===== src/rtl/round_sequencer.sv =====
// Game-round controller: title -> play -> level/win/fail pages, with level, score and timer state.
// Define ROUND_PAUSE_EN to add a pause_i port that freezes the timer and blocks new grabs.
module round_sequencer #(
    parameter int unsigned NUM_LEVELS = 3,
    parameter int unsigned SCORE_W    = 8,
    parameter int unsigned VAL_W      = 5,
    parameter int unsigned TIME_W     = 6,
    parameter int unsigned ROUND_TIME = 30,
    parameter int unsigned HOLD_TICKS = 5,
    parameter logic [NUM_LEVELS*SCORE_W-1:0] TARGETS = {8'd5, 8'd3, 8'd2}
) (
    input  logic                              clk_i,
    input  logic                              reset_i,
    input  logic                              start_i,
    input  logic                              grab_i,
    input  logic                              tick_i,
`ifdef ROUND_PAUSE_EN
    input  logic                              pause_i,
`endif
    input  logic                              grab_done_i,
    input  logic [VAL_W-1:0]                  grab_value_i,
    input  logic                              page_done_i,
    input  logic                              audio_done_i,
    output logic                              page_req_o,
    output logic [1:0]                        page_sel_o,
    output logic                              grab_req_o,
    output logic                              audio_req_o,
    output logic                              audio_sel_o,
    output logic [$clog2(NUM_LEVELS+1)-1:0]   level_o,
    output logic [SCORE_W-1:0]                score_o,
    output logic [TIME_W-1:0]                 time_left_o
);

    localparam int unsigned LvlW  = $clog2(NUM_LEVELS + 1);
    localparam int unsigned HoldW = $clog2(HOLD_TICKS + 2);
    localparam int unsigned SumW  = ((SCORE_W > VAL_W) ? SCORE_W : VAL_W) + 1;

    localparam logic [SumW-1:0] ScoreMax  = SumW'((1 << SCORE_W) - 1);
    localparam logic [1:0]      PageTitle = 2'd0;
    localparam logic [1:0]      PageLevel = 2'd1;
    localparam logic [1:0]      PageWin   = 2'd2;
    localparam logic [1:0]      PageFail  = 2'd3;

    typedef enum logic [3:0] {
        StIdle,
        StTitle,
        StReady,
        StPlay,
        StGrab,
        StCheck,
        StLevelPage,
        StLevelHold,
        StWinPage,
        StFailPage,
        StAudio
    } state_e;

    state_e             state_q;
    logic               page_req_q;
    logic [1:0]         page_sel_q;
    logic               grab_req_q;
    logic               audio_req_q;
    logic               audio_sel_q;
    logic [LvlW-1:0]    level_q;
    logic [SCORE_W-1:0] score_q;
    logic [TIME_W-1:0]  time_q;
    logic [HoldW-1:0]   hold_q;

    logic               paused;
    logic               tick_run;
    logic               time_zero;
    logic [TIME_W-1:0]  time_dec;
    logic [SumW-1:0]    sum;
    logic [SCORE_W-1:0] score_sat;
    logic [LvlW-1:0]    lvl_idx;
    logic [SCORE_W-1:0] target;
    logic               target_met;
    logic               last_level;

`ifdef ROUND_PAUSE_EN
    assign paused = pause_i;
`else
    assign paused = 1'b0;
`endif

    assign tick_run   = tick_i & ~paused;
    assign time_zero  = (time_q == '0);
    assign time_dec   = time_zero ? time_q : time_q - TIME_W'(1);

    // Widen before adding so the carry out of the score width is visible for saturation.
    assign sum        = SumW'(score_q) + SumW'(grab_value_i);
    assign score_sat  = (sum > ScoreMax) ? {SCORE_W{1'b1}} : SCORE_W'(sum);

    assign lvl_idx    = level_q - LvlW'(1);
    assign target     = TARGETS[32'(lvl_idx) * SCORE_W +: SCORE_W];
    assign target_met = (score_q >= target);
    assign last_level = (level_q == LvlW'(NUM_LEVELS));

    // Each request state raises its req one cycle after entry, so sel is already settled.
    always_ff @(posedge clk_i or posedge reset_i) begin
        if (reset_i) begin
            state_q     <= StIdle;
            page_req_q  <= 1'b0;
            page_sel_q  <= PageTitle;
            grab_req_q  <= 1'b0;
            audio_req_q <= 1'b0;
            audio_sel_q <= 1'b0;
            level_q     <= LvlW'(1);
            score_q     <= '0;
            time_q      <= '0;
            hold_q      <= '0;
        end else begin
            unique case (state_q)
                StIdle: begin
                    state_q <= StTitle;
                end

                StTitle: begin
                    level_q <= LvlW'(1);
                    score_q <= '0;
                    if (!page_req_q) begin
                        page_req_q <= 1'b1;
                        page_sel_q <= PageTitle;
                    end else if (page_done_i) begin
                        page_req_q <= 1'b0;
                        state_q    <= StReady;
                    end
                end

                StReady: begin
                    if (start_i) begin
                        time_q  <= TIME_W'(ROUND_TIME);
                        score_q <= '0;
                        state_q <= StPlay;
                    end
                end

                StPlay: begin
                    if (time_zero) begin
                        state_q <= StFailPage;
                    end else begin
                        if (tick_run) begin
                            time_q <= time_dec;
                        end
                        if (grab_i && !paused) begin
                            state_q <= StGrab;
                        end
                    end
                end

                StGrab: begin
                    if (tick_run) begin
                        time_q <= time_dec;
                    end
                    if (!grab_req_q) begin
                        grab_req_q <= 1'b1;
                    end else if (grab_done_i) begin
                        grab_req_q <= 1'b0;
                        score_q    <= score_sat;
                        state_q    <= StCheck;
                    end
                end

                StCheck: begin
                    if (target_met) begin
                        state_q <= last_level ? StWinPage : StLevelPage;
                    end else if (time_zero) begin
                        state_q <= StFailPage;
                    end else begin
                        state_q <= StPlay;
                    end
                end

                StLevelPage: begin
                    if (!page_req_q) begin
                        page_req_q <= 1'b1;
                        page_sel_q <= PageLevel;
                    end else if (page_done_i) begin
                        page_req_q <= 1'b0;
                        level_q    <= level_q + LvlW'(1);
                        score_q    <= '0;
                        hold_q     <= '0;
                        state_q    <= StLevelHold;
                    end
                end

                StLevelHold: begin
                    if (hold_q == HoldW'(HOLD_TICKS)) begin
                        time_q  <= TIME_W'(ROUND_TIME);
                        state_q <= StPlay;
                    end else if (tick_i) begin
                        hold_q <= hold_q + HoldW'(1);
                    end
                end

                StWinPage, StFailPage: begin
                    if (!page_req_q) begin
                        page_req_q <= 1'b1;
                        page_sel_q <= (state_q == StWinPage) ? PageWin : PageFail;
                    end else if (page_done_i) begin
                        page_req_q  <= 1'b0;
                        audio_sel_q <= (state_q == StFailPage);
                        state_q     <= StAudio;
                    end
                end

                StAudio: begin
                    if (!audio_req_q) begin
                        audio_req_q <= 1'b1;
                    end else if (audio_done_i) begin
                        audio_req_q <= 1'b0;
                        state_q     <= StTitle;
                    end
                end

                default: begin
                    state_q <= StIdle;
                end
            endcase
        end
    end

    assign page_req_o  = page_req_q;
    assign page_sel_o  = page_sel_q;
    assign grab_req_o  = grab_req_q;
    assign audio_req_o = audio_req_q;
    assign audio_sel_o = audio_sel_q;
    assign level_o     = level_q;
    assign score_o     = score_q;
    assign time_left_o = time_q;

endmodule


===== config.mk =====
export PLATFORM = sky130hd
export DESIGN_NAME = round_sequencer
export DESIGN_NICKNAME = d
export VERILOG_FILES = /design/src/rtl/round_sequencer.sv
export SDC_FILE = /design/constraint.sdc
export NUM_CORES = 1
export LEC_CHECK = 0
export CAP_MARGIN = 20
export CELL_PAD_IN_SITES_DETAIL_PLACEMENT = 2
export CELL_PAD_IN_SITES_GLOBAL_PLACEMENT = 2
export CORE_ASPECT_RATIO = 1.4
export CORE_MARGIN = 4
export CORE_UTILIZATION = 41
export DETAILED_ROUTE_END_ITERATION = 10
export DONT_BUFFER_PORTS = 1
export PLACE_DENSITY = 0.95
export SLEW_MARGIN = 20
export SYNTH_ARGS = -nofsm -noshare
export SYNTH_HDL_FRONTEND = slang
export SYNTH_SLANG_ARGS = --single-unit

===== constraint.sdc =====
create_clock -name clk_i -period 3.5 [get_ports clk_i]
set_clock_uncertainty 0.05 [all_clocks]
set_input_delay 0.7 -clock clk_i [delete_from_list [all_inputs] [get_ports clk_i]]
set_output_delay 0.7 -clock clk_i [all_outputs]
set_load 0.005 [all_outputs]

* After elaboration in Yosys (flattened, before gate mapping)
Cells that the tools add are included.
Widths: inputs -> output; s select.
** Storage, ports and cells
- Bits in registers :: 29
** Operators by class
- Shift operators :: 1
- Equality and inequality tests :: 31
- $lt $le $gt $ge :: 2
- Reduce and logical (&&, ||, !) cells :: 16
- Add/subtract/negate cells :: 5
- Muxes and demuxes :: 50
** Operators with widths (count)
- $mux 4 :: 17
- $mux 8 :: 6
- $pmux 4 s10 :: 1
- $ne 2x2->1 const B :: 18
- $pmux 8 s4 :: 1
- $mux 6 :: 5
- $pmux 6 s4 :: 1
- $shiftx 24x6->8 const A :: 1
- $eq 4x3->1 const B :: 4
- $reduce_and 13->1 :: 1
- $eq 4x4->1 const B :: 3
- $mux 3 :: 4
- $mux 2 :: 5
- $add 8x5->9 :: 1
- $gt 9x8->1 const B :: 1
- $eq 4x2->1 const B :: 2
- $ge 8x8->1 :: 1
- $reduce_and 4->1 :: 2
- $reduce_bool 4->1 :: 2
- $mux 1 :: 7
- $logic_not 6->1 :: 1
- $pmux 2 s3 :: 1
- $pmux 3 s2 :: 1
- $reduce_and 3->1 :: 2
- other kinds (16) :: 17

* Depth between registers and ports, before layout
Gate-level depths: netlist of the first run.
- Depth in word-level cells :: 6
- Depth in mapped cells :: 9
- Mapped depth without buffers :: 9

* Worst setup path after synthesis of the first run
Ideal clock, no wire load.
- Path type :: input port to flip-flop
- From :: in grab_value_i[0]
- To :: reg score_q[7], in the netlist score_o[7]
- Cell stages on the path :: 9
- Library setup time :: 0.120 ns
- Path buffers :: 0
- Path slack :: 1.101 ns
- Arrival time :: 2.229 ns
- Path through :: ha_1 -> inv_1 -> fa_1 -> inv_1 -> a21o_1 -> a21oi_1 -> or4b_2 -> a21oi_1 -> nor2_1
** On the way
- Longest elaborated chain between the ends :: 6
** Ends and longest elaborated chain
- from (decl) :: RTL line 21 : input logic [VAL_W-1:0] grab_value_i,
- $add 8x5->9 (*) :: RTL line 91 : assign sum = SumW'(score_q) + SumW'(grab_value_i);
- $gt 9x8->1 :: RTL line 92 : assign score_sat = (sum > ScoreMax) ? {SCORE_W{1'b1}} : SCORE_W'(sum);
- $mux 8 (*) :: RTL line 92
- $mux 8 (*) :: RTL line 157 : end else if (grab_done_i) begin
- $mux 8 (*) :: RTL line 155 : if (!grab_req_q) begin
- $pmux 8 s4 (*) :: RTL line 113 : unique case (state_q)
- to (signal assigned) :: RTL line 159 : score_q <= score_sat;
- to (decl) :: RTL line 65 : logic [SCORE_W-1:0] score_q;
Mark *: on every way between the ends. The rest lies on a longest branch, timed or not. The select of a mux whose other input is x is not followed.
A chain may end at the register's enable or synchronous reset.

* Worst setup path in the final report of the first run
- From :: reg state_q[2]
- To :: reg time_q[1], in the netlist time_left_o[1]
** On the way
- Longest elaborated chain between the ends :: 3
** Ends and longest elaborated chain
- from (decl) :: RTL line 58 : state_e state_q;
- from (signal assigned) :: RTL line 102 : state_q <= StIdle;
- from (signal assigned) :: RTL line 115 : state_q <= StTitle;
- from (signal assigned) :: RTL line 126 : state_q <= StReady;
- $eq 4x3->1 or $eq 4x2->1 (tied branches) :: RTL line 113
- $reduce_bool 4->1 (no source line) or $ne 2x2->1 (tied branches)
- $reduce_and 4->1 (no source line)
- to (signal assigned) :: RTL line 132 : time_q <= TIME_W'(ROUND_TIME);
- to (signal assigned) :: RTL line 143 : time_q <= time_dec;
- to (signal assigned) :: RTL line 153 : time_q <= time_dec;
- to (decl) :: RTL line 66 : logic [TIME_W-1:0] time_q;
Several ways; a longest one is shown, not always the timed one.

==> metrics, run 1 <==
mapped cell area=2090 µm²; GR Util All Layers=22.1%; CTS Hold Bufs=0; number of flops mapped to enable cells by yosys=0; share of cells above drive strength 1=8.75%; clock-pin transition on the worst setup and hold timing paths=0.07 ns; f_max=0.388 GHz; Slew headroom=42.0%; Crit Path Category=flop to flop; vias in the first global route=2099; routed via count=1896; max-capacitance violation count=0; outcome=complete, no violations; final setup vio count=0; register area=727 µm²; worst min path class=primary input to async pin; worst skew pair latency=0.28 ns; crit share post-route=73.6%; WL/cell=21.1 µm; Top Ports=35; CTS tree=yes; initial core utilization=42.7%; Final Non-Filler Cells=304; reg2reg path depth=6; Pins Over Slew Limit=0; WL final=6400 µm; Nets=265; Setup Buffers After CTS=0; Pwr per Cell Area=843 nW/µm²; area of the multi-input gates=1220 µm²; critical path arrival=2.73 ns; Post-Synth XOR/XNOR Area=0.840%; Worst-Margin Slew=0.870 ns; n_diodes=0; CTS root buf=clkbuf_8; post-synthesis sequential area ratio=34.9%; Unique masters post-synth=60; dpl cells=296; Mapped Cells=239; Total Power=1.85 mW; Syn Nets=265; reg2reg start=state_q[2]$_DFFE_PP0P_; M3 GR Usage=3.76%; Max clock buf depth=2; largest family of logic cells by synthesized area=compound AO/OA/AOI/OAI gates; Post-Synth Adder-Cell Area=8.16%; GP Congestion=0.863; Crit Path Max Fanout=19; row cnt=30; Syn-to-layout area delta=5.52%; die footprint=6310 µm²; GR Layer Usage met2=42.1%; first-pass GRT wire length=10500 µm; Synth async-reset ratio=100%; R2R Path End=time_left_o[1]$_DFFE_PP0P_; vias per cell=6.24; CTS Sinks=29; cell leakage power=0.917 nW; Register-to-Register Setup Slack=0.93 ns; YS warnings=0; post-synthesis mux area share=2.10%; CP startpoint=state_q[2]$_DFFE_PP0P_; initial drt markers=49; H-tree depth=2; die height=92.4 µm; complex-gate fraction of the synthesized area=24.6%; total global routing overflow=0; DR pass1 iterations=4; Mean Syn Cell Area=8.73 µm²; GR Layer Usage met1=23.4%; core area=4880 µm²; antenna violations before repair=0; Crit path required time=3.66 ns; RSZ-0062 raised after global routing=false; CP Capture Type=flop; global routing's busiest layer=met2; simple logic cell fraction of the synthesized area=22.9%; Startpoint Class=flop; largest net degree at the start of global routing=30; PortBufs=0; hpwl dp=4580 µm; drc violations=0; FF+latch count, synth=29; Top FF cell, synth=dfrtp_1; Layout fillers=565; Detail Route Antenna Nets=0; fin crit period=2.57 ns; TritonCTS Buffers=5; setup TNS=0 ns; Die W=68.3 µm; VDD IR max=0.284 mV; final hold vios=0; CTS resizes=0
layout by cell type (no fill, tap or decap), drive strengths merged, types with 2 or more instances in the layout:
| cell type | netlist | layout |
|---|---|---|
| xnor2 | 2 | 2 |
| a31oi | 5 | 5 |
| nand3 | 12 | 12 |
| nor3 | 6 | 6 |
| a21o | 2 | 2 |
| a221oi | 3 | 3 |
| a41oi | 2 | 2 |
| nand2 | 20 | 20 |
| a21oi | 23 | 23 |
| o32ai | 2 | 2 |
| o22ai | 5 | 5 |
| or3 | 2 | 2 |
| or4b | 3 | 3 |
| a21boi | 3 | 3 |
| o31ai | 7 | 7 |
| o21a | 2 | 2 |
| inv | 18 | 18 |
| dfrtp | 28 | 28 |
| o41ai | 3 | 3 |
| ha | 12 | 12 |
| clkbuf | 5 | 8 |
| nand2b | 2 | 2 |
| and2 | 3 | 3 |
| buf | 4 | 2 |
| nor2b | 3 | 3 |
| mux2 | 3 | 3 |
| nor2 | 22 | 22 |
| o21ai | 15 | 15 |
| and3 | 2 | 2 |
state kept, by name, indices dropped and copies added (netlist names):
signal	flops
level_o	2
state_q	4
score_o	8
time_left_o	6
page_req_o	1
hold_q	3
audio_req_o	1
audio_sel_o	1
grab_req_o	1
page_sel_o	2
final cells by class:
| type | instances | share of cell area (%) |
|---|---|---|
| clock buffer | 8 | 4.09 |
| inverter | 18 | 3.07 |
| multi-input combinational | 183 | 55.5 |
| sequential | 29 | 33.0 |
| tap | 64 | 3.64 |
| timing repair buffer | 2 | 0.682 |
kinds of logic after synthesis:
family / after synthesis
flip-flops: 29
multiplexers: 4
AO/OA/AOI/OAI: 78
XOR/XNOR: 2
AND/OR/NAND/NOR: 86
adder cells (fa/ha/maj): 13
buffers and inverters: 27
per-layer routing:
metal | wire length (µm) | part of all wire, % | vias to the layer above
li1 | - | - | 879
met1 | 2500 | 39 | 979
met2 | 3590 | 56 | 29
met3 | 216 | 3.4 | 9
met4 | 104 | 1.6 | 0
met5 | 0 | 0 | -
Yosys cell counts (all sizes together) (2+ instances only):
| library cell | number | area (µm²) |
|---|---|---|
| ha | 12 | 150 |
| dfrtp | 28 | 701 |
| mux2 | 3 | 33.8 |
| o21a | 2 | 15.0 |
| a21oi | 23 | 119 |
| a41oi | 2 | 17.5 |
| o21ai | 15 | 75.1 |
| o22ai | 5 | 31.3 |
| a31oi | 5 | 31.3 |
| nor3 | 6 | 30.0 |
| o31ai | 7 | 52.6 |
| nor2b | 3 | 18.8 |
| nor2 | 22 | 90.1 |
| a21boi | 3 | 22.5 |
| a221oi | 3 | 32.5 |
| inv | 18 | 67.6 |
| nand3 | 12 | 60.1 |
| xnor2 | 2 | 17.5 |
| clkbuf | 5 | 48.8 |
| buf | 4 | 21.3 |
| nand2 | 20 | 75.1 |
| a21o | 2 | 15.0 |
| o41ai | 3 | 26.3 |
| or3 | 2 | 13.8 |
| nand2b | 2 | 12.5 |
| and2 | 3 | 18.8 |
| o32ai | 2 | 17.5 |
| or4b | 3 | 30.0 |
| and3 | 2 | 12.5 |
how the worst max path moves through the flow:
stage / cells after the start / end / slack (ns)
after detailed placement: 9 / score_o[7]$_DFFE_PP0P_ / 0.93
final: 6 / time_left_o[1]$_DFFE_PP0P_ / 0.93
after global placement: 9 / score_o[7]$_DFFE_PP0P_ / 1.01
after global routing: 6 / time_left_o[3]$_DFFE_PP0P_ / 0.74
after floorplan: 9 / score_o[7]$_DFFE_PP0P_ / 1.10
after CTS: 5 / state_q[3]$_DFFE_PP0P_ / 0.94
metrics by stage:
stage | setup WS [ns] | util [%] | hold WS (ns) | cell area, µm²
final | 0.926 | 45.1 | 0.330 | 2200
after global routing | 0.739 | 45.1 | 0.361 | 2200
after CTS | 0.941 | 45.1 | 0.345 | 2200
after detailed placement | 0.934 | 43.3 | 0.431 | 2110
after global placement | 1.01 | 43.3 | 0.413 | 2110
after floorplan | 1.10 | - | 0.392 | 2090
worst max-delay path: stages (launching register included):
cell and delay, ns:
dfrtp_1 0.78, inv_1 0.34, or3_1 0.44, a211oi_2 0.41, a21boi_1 0.29, nor2_1 0.06
a31oi_1 0.13
where the power goes:
group	leakage, nW	switching, mW	internal [mW]	total (mW)
clock network	0.0455	0.129	0.160	0.289
registers	0.356	0.237	0.435	0.672
logic	0.515	0.531	0.362	0.894
total	0.917	0.897	0.958	1.85
Note: power is estimated with default switching activity, not from simulation.
==> inputs of run 2 (changes only) <==
--- a/config.mk
+++ b/config.mk
@@ -10,10 +10,10 @@
 export CELL_PAD_IN_SITES_GLOBAL_PLACEMENT = 2
 export CORE_ASPECT_RATIO = 1.4
 export CORE_MARGIN = 4
-export CORE_UTILIZATION = 41
+export CORE_UTILIZATION = 34
 export DETAILED_ROUTE_END_ITERATION = 10
 export DONT_BUFFER_PORTS = 1
-export PLACE_DENSITY = 0.95
+export PLACE_DENSITY = 0.87
 export SLEW_MARGIN = 20
 export SYNTH_ARGS = -nofsm -noshare
 export SYNTH_HDL_FRONTEND = slang
==> constraint.sdc (replaced) <==
create_clock -name clk_i -period 2.3 [get_ports clk_i]
set_clock_uncertainty 0.05 [all_clocks]
set_input_delay 0.46 -clock clk_i [delete_from_list [all_inputs] [get_ports clk_i]]
set_output_delay 0.46 -clock clk_i [all_outputs]
set_load 0.005 [all_outputs]
==> metrics, run 2 (synthesized netlist as in run 1, its figures left out) <==
n_diodes=0 (unchanged); Worst-Margin Slew=0.506 ns (was 0.870 ns); TritonCTS Buffers=5 (unchanged); largest net degree at the start of global routing=30 (unchanged); area of the multi-input gates=1290 µm² (was 1220 µm²); Die W=74.2 µm (was 68.3 µm); WL/cell=20.6 µm (was 21.1 µm); cell leakage power=1.09 nW (was 0.917 nW); GP Congestion=0.834 (was 0.863); Worst Hold Slack=0.0953 ns (was 0.330 ns); routed via count=2042 (was 1896); dpl cells=334 (was 296); Max clock buf depth=2 (unchanged); clock-pin transition on the worst setup and hold timing paths=0.07 ns (about the same); crit share post-route=97.5% (was 73.6%); share of cells above drive strength 1=24.6% (was 8.75%); GR Layer Usage met1=21.2% (was 23.4%); GR Layer Usage met2=37.6% (was 42.1%); max FFs per register=8 (unchanged); die footprint=7470 µm² (was 6310 µm²); Final Non-Filler Cells=342 (was 304); f_max=0.446 GHz (was 0.388 GHz); commonest non-fill, non-tap cell in the layout=buf_4 (was dfrtp_1); CTS tree=yes (unchanged); row cnt=33 (was 30); first-pass GRT wire length=11800 µm (was 10500 µm); VDD IR max=0.614 mV (was 0.284 mV); CTS root buf=clkbuf_8 (unchanged); total global routing overflow=0 (unchanged); die height=101 µm (was 92.4 µm); Crit path required time=2.42 ns (was 3.66 ns); Slew headroom=66.0% (was 42.0%); final hold vios=0 (unchanged); register area=728 µm² (was 727 µm²); critical path arrival=2.37 ns (was 2.73 ns); PortBufs=0 (unchanged); core area=5900 µm² (was 4880 µm²); H-tree depth=2 (unchanged); initial drt markers=12 (was 49); M3 GR Usage=5.89% (was 3.76%); Total Power=3.26 mW (was 1.85 mW); Pins Over Slew Limit=0 (unchanged); drc violations=0 (unchanged); worst skew pair latency=0.29 ns (was 0.28 ns); final setup vio count=0 (unchanged); worst min path class=primary input to async pin (unchanged); Setup Buffers After CTS=0 (unchanged); hpwl dp=5470 µm (was 4580 µm); max-capacitance violation count=0 (unchanged); WL final=7040 µm (was 6400 µm); Detail Route Antenna Nets=0 (unchanged); CP Capture Type=flop (unchanged); most frequent cells in the layout=34 x buf_4, 27 x dfrtp_1, 21 x a21oi_1 (was 28 x dfrtp_1, 22 x a21oi_1, 21 x nor2_1); Area after DPL=2370 µm² (was 2110 µm²); GR Util All Layers=20.7% (was 22.1%); antenna violations before repair=0 (unchanged); RSZ-0062 raised after global routing=true (was false); Finished Cell Area=2530 µm² (was 2200 µm²); outcome=complete, no violations (unchanged); Syn-to-layout area delta=21.3% (was 5.52%); Layout fillers=658 (was 565); Top Ports=35 (unchanged); Nets=297 (was 265); initial core utilization=35.3% (was 42.7%); CTS Hold Bufs=0 (unchanged); vias in the first global route=2401 (was 2099); fin crit period=2.24 ns (was 2.57 ns); CTS Sinks=29 (unchanged); Startpoint Class=flop (unchanged); DR pass1 iterations=4 (unchanged); Crit Path Max Fanout=2 (was 19); Pwr per Cell Area=1290 nW/µm² (was 843 nW/µm²); Crit Path Category=flop to flop (unchanged); global routing's busiest layer=met2 (unchanged); vias per cell=5.97 (was 6.24)
[run 2: cell count changes in the layout (fill, tap and decap cells not counted), sizes merged]
| cell | before | now |
|---|---|---|
| buf | 2 | 34 |
| clkbuf | 8 | 7 |
| clkinv | 0 | 1 |
[run 2: per-layer routing]
layer  part of all wire (%)  vias to the layer above  routed length, µm
met4                    3.7                        0                260
li1                       -                      940                  -
met3                    5.5                       21                386
met1                     36                     1032               2520
met5                      0                        -                  0
met2                     55                       49               3870
[run 2: final timing paths]
check	from	endpoint	cells past startpoint	slack, ns
min reg2reg	hold_q[2]$_DFFE_PP0P_	hold_q[2]$_DFFE_PP0P_	1	0.44
min	reset_i	score_o[6]$_DFFE_PP0P_	2	0.1
max reg2reg	level_o[0]$_DFFE_PP1P_	state_q[3]$_DFFE_PP0P_	9	0.06
max	level_o[0]$_DFFE_PP1P_	state_q[3]$_DFFE_PP0P_	9	0.06
min in group clk_i	tick_i	hold_q[2]$_DFFE_PP0P_	2	0.28
max in group asynchronous	reset_i	level_o[0]$_DFFE_PP1P_	2	1.78
[run 2: power by group]
| part | internal [mW] | switching [mW] | total [mW] |
|---|---|---|---|
| logic | 0.831 | 1.07 | 1.90 |
| registers | 0.667 | 0.215 | 0.882 |
| clock network | 0.270 | 0.208 | 0.478 |
[run 2: worst max-delay path, cell delays in order (launching register included)]
cell and delay (ns):
dfstp_2 0.55, ha_4 0.20, inv_2 0.06, ha_4 0.19, o21ai_2 0.13, nor2_2 0.07
nor4_4 0.18, mux2i_1 0.29, o221ai_1 0.14, mux2_4 0.28
[run 2: final cells by class]
class                      instances  share of cell area (%)
multi-input combinational        183                    51.0
timing repair buffer              34                    10.1
inverter                          18                    2.67
clock inverter                     1                   0.198
tap                               70                    3.46
sequential                        29                    28.8
clock buffer                       7                    3.81
[run 2: stage by stage]
| step | util [%] | setup TNS, ns | setup slack (ns) |
|---|---|---|---|
| 2_1_floorplan | - | 0 | 0.000736 |
| 3_3_place_gp | 40.2 | 0 | 0.0509 |
| 3_5_place_dp | 40.2 | -0.678 | -0.111 |
| 4_1_cts | 42.0 | -0.00413 | -0.00413 |
| 5_1_grt | 42.8 | -0.0765 | -0.0523 |
| 6_report | 42.8 | 0 | 0.0568 |
[run 2: repair_timing]
action                                  4_1_cts  5_1_grt
endpoints found under the setup margin        8        9
resized for setup                             1       10
pin swaps                                     2        4
==> inputs of run 3 (changes only) <==
--- a/config.mk
+++ b/config.mk
@@ -10,10 +10,10 @@
 export CELL_PAD_IN_SITES_GLOBAL_PLACEMENT = 2
 export CORE_ASPECT_RATIO = 1.4
 export CORE_MARGIN = 4
-export CORE_UTILIZATION = 34
+export CORE_UTILIZATION = 41
 export DETAILED_ROUTE_END_ITERATION = 10
 export DONT_BUFFER_PORTS = 1
-export PLACE_DENSITY = 0.87
+export PLACE_DENSITY = 0.95
 export SLEW_MARGIN = 20
 export SYNTH_ARGS = -nofsm -noshare
 export SYNTH_HDL_FRONTEND = slang
==> constraint.sdc (replaced) <==
create_clock -name clk_i -period 2.69 [get_ports clk_i]
set_clock_uncertainty 0.05 [all_clocks]
set_input_delay 0.538 -clock clk_i [delete_from_list [all_inputs] [get_ports clk_i]]
set_output_delay 0.538 -clock clk_i [all_outputs]
set_load 0.005 [all_outputs]
==> metrics, run 3 (synthesized netlist as in run 1, its figures left out) <==
VDD IR max=0.457 mV (was 0.614 mV); P_int=1.37 mW (was 1.77 mW); crit share post-route=95.6% (was 97.5%); Register-to-Register Setup Slack=0.12 ns (was 0.06 ns); crit-path cells=ha_1 > inv_1 > ha_1 > o21ai_2 > nor2_1 > nor4_4 > mux2i_2 > o221ai_1 > mux2_1 (was ha_4 > inv_2 > ha_4 > o21ai_2 > nor2_2 > nor4_4 > mux2i_1 > o221ai_1 > mux2_4); share of cells above drive strength 1=13.3% (was 24.6%); Slew headroom=63.4% (was 66.0%); commonest non-fill, non-tap cell in the layout=dfrtp_1 (was buf_4); Crit Path Max Fanout=4 (was 2); Nets=274 (was 297); total global routing overflow=0 (unchanged); Finished Cell Area=2280 µm² (was 2530 µm²); PortBufs=0 (unchanged); vias in the first global route=2181 (was 2401); Area after DPL=2160 µm² (was 2370 µm²); CTS Hold Bufs=0 (unchanged); CTS tree=yes (unchanged); most frequent cells in the layout=27 x dfrtp_1, 22 x a21oi_1, 21 x nor2_1 (was 34 x buf_4, 27 x dfrtp_1, 21 x a21oi_1); crit-path max cell delay=0.57 ns (was 0.55 ns); clock network fraction of design power=14.6% (was 14.7%); vias per cell=6.16 (was 5.97); initial drt markers=74 (was 12); hpwl dp=4860 µm (was 5470 µm); initial core utilization=42.7% (was 35.3%); CP Capture Type=flop (unchanged); n_diodes=0 (unchanged); die footprint=6310 µm² (was 7470 µm²); final hold vios=0 (unchanged); most used cell, CP=ha_1 (was ha_4); Crit Path Category=flop to flop (unchanged); die height=92.4 µm (was 101 µm); TritonCTS Buffers=5 (unchanged); Comb power frac=54.4% (was 58.3%); reg2reg path depth=9 (unchanged); reg2reg start=level_o[0]$_DFFE_PP1P_ (unchanged); final setup vio count=0 (unchanged); largest net degree at the start of global routing=30 (unchanged); max FFs per register=8 (unchanged); Die W=68.3 µm (was 74.2 µm); Crit path required time=2.81 ns (was 2.42 ns); Top delay family on crit path=multiplexers (unchanged); worst min path class=primary input to async pin (unchanged); GR Layer Usage met2=40.5% (was 37.6%); WL/cell=21.9 µm (was 20.6 µm); WL final=6860 µm (was 7040 µm); Layout fillers=553 (was 658); GR Layer Usage met1=24.2% (was 21.2%); H-tree depth=2 (unchanged); Net Sw Power=1.25 mW (was 1.49 mW); core area=4880 µm² (was 5900 µm²); CTS root buf=clkbuf_8 (unchanged); crit path buf inv count=1 (unchanged); M3 GR Usage=5.10% (was 5.89%); Max clock buf depth=2 (unchanged); antenna violations before repair=0 (unchanged); Syn-to-layout area delta=9.18% (was 21.3%); Slowest-stage cell, CP=dfstp_2 (unchanged); Detail Route Antenna Nets=0 (unchanged); CTS Sinks=29 (unchanged); max-capacitance violation count=0 (unchanged); DR pass1 iterations=4 (unchanged); Top Ports=35 (unchanged); critical path arrival=2.69 ns (was 2.37 ns); drc violations=0 (unchanged); fin crit period=2.57 ns (was 2.24 ns); part of the power in registers=31.0% (was 27.1%); R2R Path End=state_q[3]$_DFFE_PP0P_ (unchanged); first-pass GRT wire length=10800 µm (was 11800 µm); global routing's busiest layer=met2 (unchanged); cell leakage power=0.953 nW (was 1.09 nW); f_max=0.389 GHz (was 0.446 GHz); Pwr per Cell Area=1150 nW/µm² (was 1290 nW/µm²); GR Util All Layers=22.7% (was 20.7%); Startpoint Class=flop (unchanged); GP Congestion=0.867 (was 0.834); Worst Hold Slack=0.164 ns (was 0.0953 ns); routed via count=1928 (was 2042); outcome=complete, no violations (unchanged); row cnt=30 (was 33); clock-pin transition on the worst setup and hold timing paths=0.07 ns (about the same); Worst-Margin Slew=0.549 ns (was 0.506 ns); Pins Over Slew Limit=0 (unchanged); Switching Share=47.7% (was 45.8%); worst skew pair latency=0.29 ns (about the same)
## run 3: changes by cell type in the layout (fill, tap and decap cells not counted), sizes merged
cell	change
clkbuf	+1
buf	-23
clkinv	-1
## run 3: cell type report
type	count	area (µm²)	area share, %
Timing Repair Buffer	11	82.6	3.63
Inverter	18	67.6	2.97
Tap cell	64	80.1	3.52
Sequential cell	29	728	32.0
Clock buffer	8	90.1	3.96
Multi-Input combinational cell	183	1230	54.0
## run 3: worst max path at each step
stage | from | to | cells past startpoint
after floorplan | level_o[0]$_DFFE_PP1P_ | state_q[3]$_DFFE_PP0P_ | 9
after global placement | level_o[0]$_DFFE_PP1P_ | state_q[3]$_DFFE_PP0P_ | 9
after detailed placement | level_o[0]$_DFFE_PP1P_ | state_q[3]$_DFFE_PP0P_ | 9
after CTS | level_o[0]$_DFFE_PP1P_ | state_q[3]$_DFFE_PP0P_ | 9
after global routing | level_o[0]$_DFFE_PP1P_ | state_q[3]$_DFFE_PP0P_ | 9
final | level_o[0]$_DFFE_PP1P_ | state_q[3]$_DFFE_PP0P_ | 9
## run 3: timing repair
| item | in CTS | in global routing |
|---|---|---|
| endpoints found under the setup margin | 0 | 1 |
| resized for setup | 0 | 4 |
| buffers inserted | 0 | 3 |
## run 3: per-layer routing
layer	vias up	part of all wire, %
li1	895	-
met2	42	55
met1	972	37
met3	19	4.2
met5	-	0
met4	0	3.4
## run 3: metrics by stage
stage / instances / setup slack (ns) / utilization, % / TNS (ns) / power (mW)
5_1_grt: 313 / -0.0130 / 46.7 / -0.0130 / 2.84
3_3_place_gp: 302 / 0.294 / 44.2 / 0 / 1.97
6_report: 313 / 0.117 / 46.7 / 0 / 2.61
3_5_place_dp: 302 / 0.0950 / 44.2 / 0 / 2.07
4_1_cts: 310 / 0.0400 / 46.0 / 0 / 2.48
2_1_floorplan: 239 / 0.382 / - / 0 / 1.73
## run 3: power by group through the flow
stage          Combinational (mW)  Sequential [mW]  Clock, mW
2_1_floorplan                1.03            0.693          0
3_3_place_gp                 1.18            0.789          0
3_5_place_dp                 1.26            0.813          0
4_1_cts                      1.28            0.806      0.388
5_1_grt                      1.58            0.841      0.415
6_report                     1.42            0.811      0.382
## run 3: worst reg2reg max path, delay by kind of cell (launching register included)
kind                     cells  cell delay, ns
adder cells (fa/ha/maj)      2            0.50
buffers and inverters        1            0.07
multiplexers                 2            0.62
AND/OR/NAND/NOR              2            0.37
AO/OA/AOI/OAI                2            0.27
flip-flops                   1            0.57
